$ cat src/rtl/dmem_ctrl.sv
// dmem_ctrl: data-memory controller behind the core's memory stage.
//   Services one word load/store per instruction from a synchronous
//   single-port BRAM (1-cycle read latency) or a 16-byte MMIO window.
//   RAM loads stall the core for two cycles; all other accesses finish
//   in one cycle.
// Ports:
//   sys_clk, rst        clock, async active-high reset
//   req_read/req_write  load/store request (held by core while stall=1)
//   req_addr, req_wdata byte address, store data
//   rdata_o             load data, valid in the cycle stall=0
//   stall               combinational core freeze
//   addr_err            one-cycle registered pulse on an illegal access
//   bram_*              BRAM port (word address, write data, read data)
//   led_o, sw_i         LED register output, asynchronous switch inputs
module dmem_ctrl #(
    parameter int          ADDR_WIDTH = 14,
    parameter logic [31:0] MMIO_BASE  = 32'hFFFF_0000
) (
    input  logic                  sys_clk,
    input  logic                  rst,
    input  logic                  req_read,
    input  logic                  req_write,
    input  logic [31:0]           req_addr,
    input  logic [31:0]           req_wdata,
    output logic [31:0]           rdata_o,
    output logic                  stall,
    output logic                  addr_err,
    output logic                  bram_en,
    output logic                  bram_we,
    output logic [ADDR_WIDTH-1:0] bram_addr,
    output logic [31:0]           bram_wdata,
    input  logic [31:0]           bram_rdata,
    output logic [15:0]           led_o,
    input  logic [15:0]           sw_i
);

    typedef enum logic [1:0] {IDLE, RD_WAIT, RD_DONE} state_t;

    typedef struct packed {
        logic ram;
        logic mmio;
        logic aligned;
    } dec_t;

    state_t      state, state_nxt;
    dec_t        dec;
    logic [31:0] rdata_q;
    logic [31:0] scratch;
    logic [31:0] cycle_cnt;
    logic [15:0] led;
    logic [15:0] sw_meta, sw_sync;
    logic [31:0] mmio_rdata;

    logic dec_en, illegal, legal;
    logic ram_rd, ram_wr, mmio_rd, mmio_wr;

    assign bram_addr  = req_addr[ADDR_WIDTH+1:2];
    assign bram_wdata = req_wdata;
    assign led_o      = led;

    // Address decode
    always_comb begin
        dec.ram     = (req_addr[31:ADDR_WIDTH+2] == '0);
        dec.mmio    = (req_addr[31:4] == MMIO_BASE[31:4]);
        dec.aligned = (req_addr[1:0] == 2'b00);
    end

    // Requests are only decoded in IDLE: in RD_WAIT/RD_DONE the bus still
    // carries the load being serviced. Gating with rst makes stall, bram_en
    // and rdata_o fall immediately when reset hits with a request present.
    always_comb begin
        dec_en  = (state == IDLE) && !rst && (req_read || req_write);
        illegal = dec_en && (!dec.aligned || !(dec.ram || dec.mmio) ||
                             (req_read && req_write));
        legal   = dec_en && !illegal;
        ram_rd  = legal && req_read  && dec.ram;
        ram_wr  = legal && req_write && dec.ram;
        mmio_rd = legal && req_read  && dec.mmio;
        mmio_wr = legal && req_write && dec.mmio;
    end

    always_comb begin
        case (req_addr[3:2])
            2'd0:    mmio_rdata = {16'b0, led};
            2'd1:    mmio_rdata = {16'b0, sw_sync};
            2'd2:    mmio_rdata = cycle_cnt;
            default: mmio_rdata = scratch;
        endcase
    end

    // FSM state register
    always_ff @(posedge sys_clk or posedge rst) begin
        if (rst) state <= IDLE;
        else     state <= state_nxt;
    end

    // FSM next-state and outputs
    always_comb begin
        state_nxt = state;
        stall     = 1'b0;
        bram_en   = ram_rd || ram_wr;
        bram_we   = ram_wr;
        rdata_o   = '0;
        case (state)
            IDLE: begin
                if (ram_rd) begin
                    stall     = 1'b1;
                    state_nxt = RD_WAIT;
                end else if (mmio_rd) begin
                    rdata_o = mmio_rdata;
                end
            end
            RD_WAIT: begin
                stall     = 1'b1;
                state_nxt = RD_DONE;
            end
            RD_DONE: begin
                rdata_o   = rdata_q;
                state_nxt = IDLE;
            end
            default: state_nxt = IDLE;
        endcase
    end

    // Datapath registers
    always_ff @(posedge sys_clk or posedge rst) begin
        if (rst) begin
            rdata_q   <= '0;
            scratch   <= '0;
            cycle_cnt <= '0;
            led       <= '0;
            sw_meta   <= '0;
            sw_sync   <= '0;
            addr_err  <= 1'b0;
        end else begin
            cycle_cnt <= cycle_cnt + 32'd1;
            sw_meta   <= sw_i;
            sw_sync   <= sw_meta;
            addr_err  <= illegal;
            if (state == RD_WAIT) rdata_q <= bram_rdata;
            // Writes to read-only offsets (+4, +8) fall through silently.
            if (mmio_wr) begin
                case (req_addr[3:2])
                    2'd0:    led     <= req_wdata[15:0];
                    2'd3:    scratch <= req_wdata;
                    default: ;
                endcase
            end
        end
    end

endmodule

$ cat config.mk
export PLATFORM = sky130hd
export DESIGN_NAME = dmem_ctrl
export DESIGN_NICKNAME = d
export VERILOG_FILES = /design/src/rtl/dmem_ctrl.sv
export SDC_FILE = /design/constraint.sdc
export NUM_CORES = 1
export LEC_CHECK = 0
export ABC_AREA = 1
export CAP_MARGIN = 20
export CORE_MARGIN = 8
export CORE_UTILIZATION = 48
export DETAILED_ROUTE_END_ITERATION = 8
export PLACE_DENSITY = 0.79
export SLEW_MARGIN = 20
export SYNTH_ARGS = -nofsm -noshare
export SYNTH_HDL_FRONTEND = slang
export SYNTH_SLANG_ARGS = --single-unit
$ cat constraint.sdc
create_clock -name sys_clk -period 6.7 [get_ports sys_clk]
set_input_delay 1.34 -clock sys_clk [delete_from_list [all_inputs] [get_ports sys_clk]]
set_output_delay 1.34 -clock sys_clk [all_outputs]
set_load 0.01 [all_outputs]
==> metrics.md <==
| Metric | Value |
|---|---|
| Outcome | finished, final reports clean |
| Wire length of the first global-routing pass | 34.1 mm |
| Share of synthesized area occupied by flip-flops and latches | 51.4% |
| Overall overflow remaining after global route | 0 |
| Final critical-path setup slack | 1250 ps |
| Die area | 19100 um^2 |
| H-tree depth reported by CTS | 4 |
| DRC violation total after the first TritonRoute iteration | 525 |
| Post-synth EDFFs | 0 |
| Worst hold-check slack | 347 ps |
| Layout Cells excl Fill | 1219 |
| Proportion of synthesized area in mux cells | 0% |
| Standard cell core area | 14500 um^2 |
| Combinational share of power | 7.9% |
| Clock buffers created by TritonCTS | 17 |
| Post-synthesis net count | 983 |
| Peak supply drop | 199 uV |
| Dominant cells by area after synthesis | sky130_fd_sc_hd__dfrtp_1 (51%), sky130_fd_sc_hd__nand2_1 (16%), sky130_fd_sc_hd__nand3_1 (6.7%) |
| Transition time at the pin with the least slew margin | 1080 ps |
| Worst path arrival time | 4110 ps |
| All-layer global routing usage | 22.2% |
| Cell types with the highest counts after synthesis | sky130_fd_sc_hd__nand2_1 (304), sky130_fd_sc_hd__dfrtp_1 (147), sky130_fd_sc_hd__nand3_1 (96) |
| PortBufs | 213 |
| Switch Pwr | 0.466 mW |
| Combinational family with the most area after synthesis | simple AND/OR/NAND/NOR gates |
| Avg Inst Size Synth | 8.26 um^2 |
| Tot Pwr | 2.09 mW |
| Post-Synth Simple-Gate Area | 29.3% |
| Crit Path Max Fanout | 16 |
| Ys async rst share | 100% |
| Mapped cell area | 7150 um^2 |
| HPWL Detailed | 15.8 mm |
| Number of detailed-routing iterations run before antenna repair | 5 |
| Setup repair after global routing missed its margin | no |
| # setup viols final | 0 |
| Placement-stage worst setup slack | 1290 ps |
| Pin count of the biggest net entering global routing | 99 |
| Effective utilization at floorplan | 49.2% |
| Depth of the worst register-to-register path | 5 |
| CTS Root Cell | sky130_fd_sc_hd__clkbuf_16 |
| Drt total wl | 21.2 mm |
| Buffers from clock root to sink, at most | 2 |
| Yosys reg bits | 147 |
| Clock sink count | 147 |
| Worst Hold Path Cells | 0 |
| Crit path capture type | primary output |
| Post-synth top area cell | sky130_fd_sc_hd__dfrtp_1 |
| Number of warnings printed during yosys synthesis | 0 |
| Number of failing hold endpoints at the final stage | 0 |
| Number of antenna-violating nets in the routed design | 0 |
| Proportion of power drawn by the clock network | 48.9% |
| Share of the synthesized area in compound gates (AO/OA/AOI/OAI) | 5.00% |
| Final routed DRC violation total | 0 |
| I/O pins | 214 |
| Number of buffers added for setup after CTS | 0 |
| Max_cap viols | 0 |
| Max transition margin | 27.8% |
| Row Count | 44 |
| Net Sw Frac | 22.3% |
| RD Place Congestion | 0.954 |
| Worst setup path class | input port to primary output |
| Area share of the leading cell type in the synthesized netlist | 51.4% |
| Initial antenna violation count | 0 |
| Hold buffer count at cts | 0 |
| Nets@finish | 1139 |
| Critical path data required time | 5360 ps |
| Path category of the worst min-delay check | register to register |
| Cell Count Post-Placement | 1187 |
| Sequential group share of total power | 43.2% |
| Vias in the first global route | 6577 |
| Fmax | 184 MHz |
| Element type at the critical path start | input port |
| Fraction of the cycle the final worst path needs | 81.3% |
| Via density per instance | 5.21 |
| Synthesis-to-finish area growth | 35.6% |
| Number of inserted diodes | 0 |
| DIE HEIGHT | 138 um |
| Setup TNS | 0 ps |
| Area share of xor/xnor cells in the synthesized design | 3.67% |
| Detailed-route wire length per cell | 17.4 um |
| Most repeated cell in the gate-level netlist after synthesis | sky130_fd_sc_hd__nand2_1 |
| Total via count after detailed routing | 6356 |
| Count of distinct cell types in the synthesized netlist | 31 |
| Chip Width | 138 um |
| PostCTS Resize Cnt | 0 |
| Maximum clock skew at final layout | 10.2 ps |
| Adder and majority gate portion of the synthesized area | 0.175% |
| Leakage power | 4.45 nW |
| Areal power density over the cells | 215 nW/um^2 |
| Fraction of final layout cells sized beyond drive strength 1 | 6.09% |
| Fin. max-slew vios | 0 |
| Clock latency reported for the late side of the worst-skew pair | 430 ps |
| Internal Pwr Total | 1.62 mW |
| Register-to-register setup slack | 4260 ps |
| TritonCTS clock tree | done |
| Prevailing post-synth register cell | sky130_fd_sc_hd__dfrtp_1 |
| Min Clock Period, post-route | 5450 ps |
| Syn Inst Count | 866 |
| Clock edge transition at the registers on the reported setup and hold paths | 60 ps |
## path summary, 6_finish.rpt
| path | startpoint | to |
|---|---|---|
| setup / recovery | req_addr[17] | rdata_o[28] |
| hold / removal | sw_meta[4] | sw_sync[4] |
| setup reg to reg | state[0] | scratch[31] |
| hold reg to reg | sw_meta[4] | sw_sync[4] |
| max in group asynchronous | rst | cycle_cnt[15] |
| min in group asynchronous | rst | rdata_q[27] |
## power groups by stage
stage | Clock [mW] | Sequential [mW] | Combinational, mW
floorplan | 0 | 0.916 | 0.0654
global placement | 0 | 0.917 | 0.164
detailed placement | 0 | 0.917 | 0.166
CTS | 1.02 | 0.901 | 0.167
global route | 1.07 | 0.901 | 0.178
finish | 1.02 | 0.901 | 0.165
## through the flow
step	utilization, %	cell area (um^2)
final	66.7	9690
after global routing	66.7	9690
after CTS	66.7	9690
after detailed placement	62.4	9060
after global placement	62.4	9060
after floorplan	-	7150
## critical path, cell delays in order
cell and delay, ps:
sky130_fd_sc_hd__clkdlybuf4s50_1 490, sky130_fd_sc_hd__nand2_1 60, sky130_fd_sc_hd__inv_1 40, sky130_fd_sc_hd__nand2_1 40, sky130_fd_sc_hd__nor2_1 80, sky130_fd_sc_hd__nand2_1 100, sky130_fd_sc_hd__o21ai_2 250, sky130_fd_sc_hd__nand3_1 170
sky130_fd_sc_hd__nor2_2 490, sky130_fd_sc_hd__buf_4 300, sky130_fd_sc_hd__nand3_1 120, sky130_fd_sc_hd__nand2_1 90, sky130_fd_sc_hd__clkdlybuf4s50_1 530
## cells in the final DEF, fill, tap and decap left out, types with 4 or more instances in the layout
master / netlist / layout
sky130_fd_sc_hd__inv_6: 0 / 4
sky130_fd_sc_hd__a21oi_1: 4 / 4
sky130_fd_sc_hd__nor3_1: 11 / 11
sky130_fd_sc_hd__clkbuf_16: 0 / 17
sky130_fd_sc_hd__clkdlybuf4s50_1: 0 / 213
sky130_fd_sc_hd__nor2_1: 42 / 39
sky130_fd_sc_hd__buf_4: 46 / 9
sky130_fd_sc_hd__xor2_1: 29 / 29
sky130_fd_sc_hd__dfrtp_1: 147 / 147
sky130_fd_sc_hd__o21ai_0: 45 / 45
sky130_fd_sc_hd__o2111ai_1: 8 / 8
sky130_fd_sc_hd__bufinv_16: 0 / 4
sky130_fd_sc_hd__nand2_1: 304 / 304
sky130_fd_sc_hd__nand3_2: 4 / 4
sky130_fd_sc_hd__nand3_1: 96 / 96
sky130_fd_sc_hd__inv_1: 54 / 52
sky130_fd_sc_hd__nand4_1: 10 / 10
sky130_fd_sc_hd__nor2_2: 6 / 8
## sequential cells by signal (all words and copies together), names as in the netlist
register,flops
addr_err,1
cycle_cnt,32
led_o,16
rdata_q,32
scratch,32
state,2
sw_meta,16
sw_sync,16
## cell type report
class                           count  area (um^2)
Sequential cell                   147         3680
Timing Repair Buffer              222         2200
Inverter                           56          215
Tap cell                          184          230
Clock inverter                     13          199
Multi-Input combinational cell    578         2740
Fill cell                        1171         4840
Clock buffer                       19          433
## metal layers
| metal | GRT usage [%] | wire length (um) | vias to the layer above |
|---|---|---|---|
| met5 | 0 | 0 | - |
| met4 | 12.0 | 891 | 0 |
| met3 | 7.02 | 1500 | 62 |
| met2 | 37.2 | 10500 | 247 |
| met1 | 24.6 | 8330 | 3004 |
| li1 | - | - | 3043 |
## logic make-up after synthesis
kind of cell / Yosys count
compound gates: 62
xor+xnor: 30
fa+ha+maj: 1
buf+inv: 141
flops: 147
simple gates: 485
Note: power is estimated with default switching activity, not from simulation.
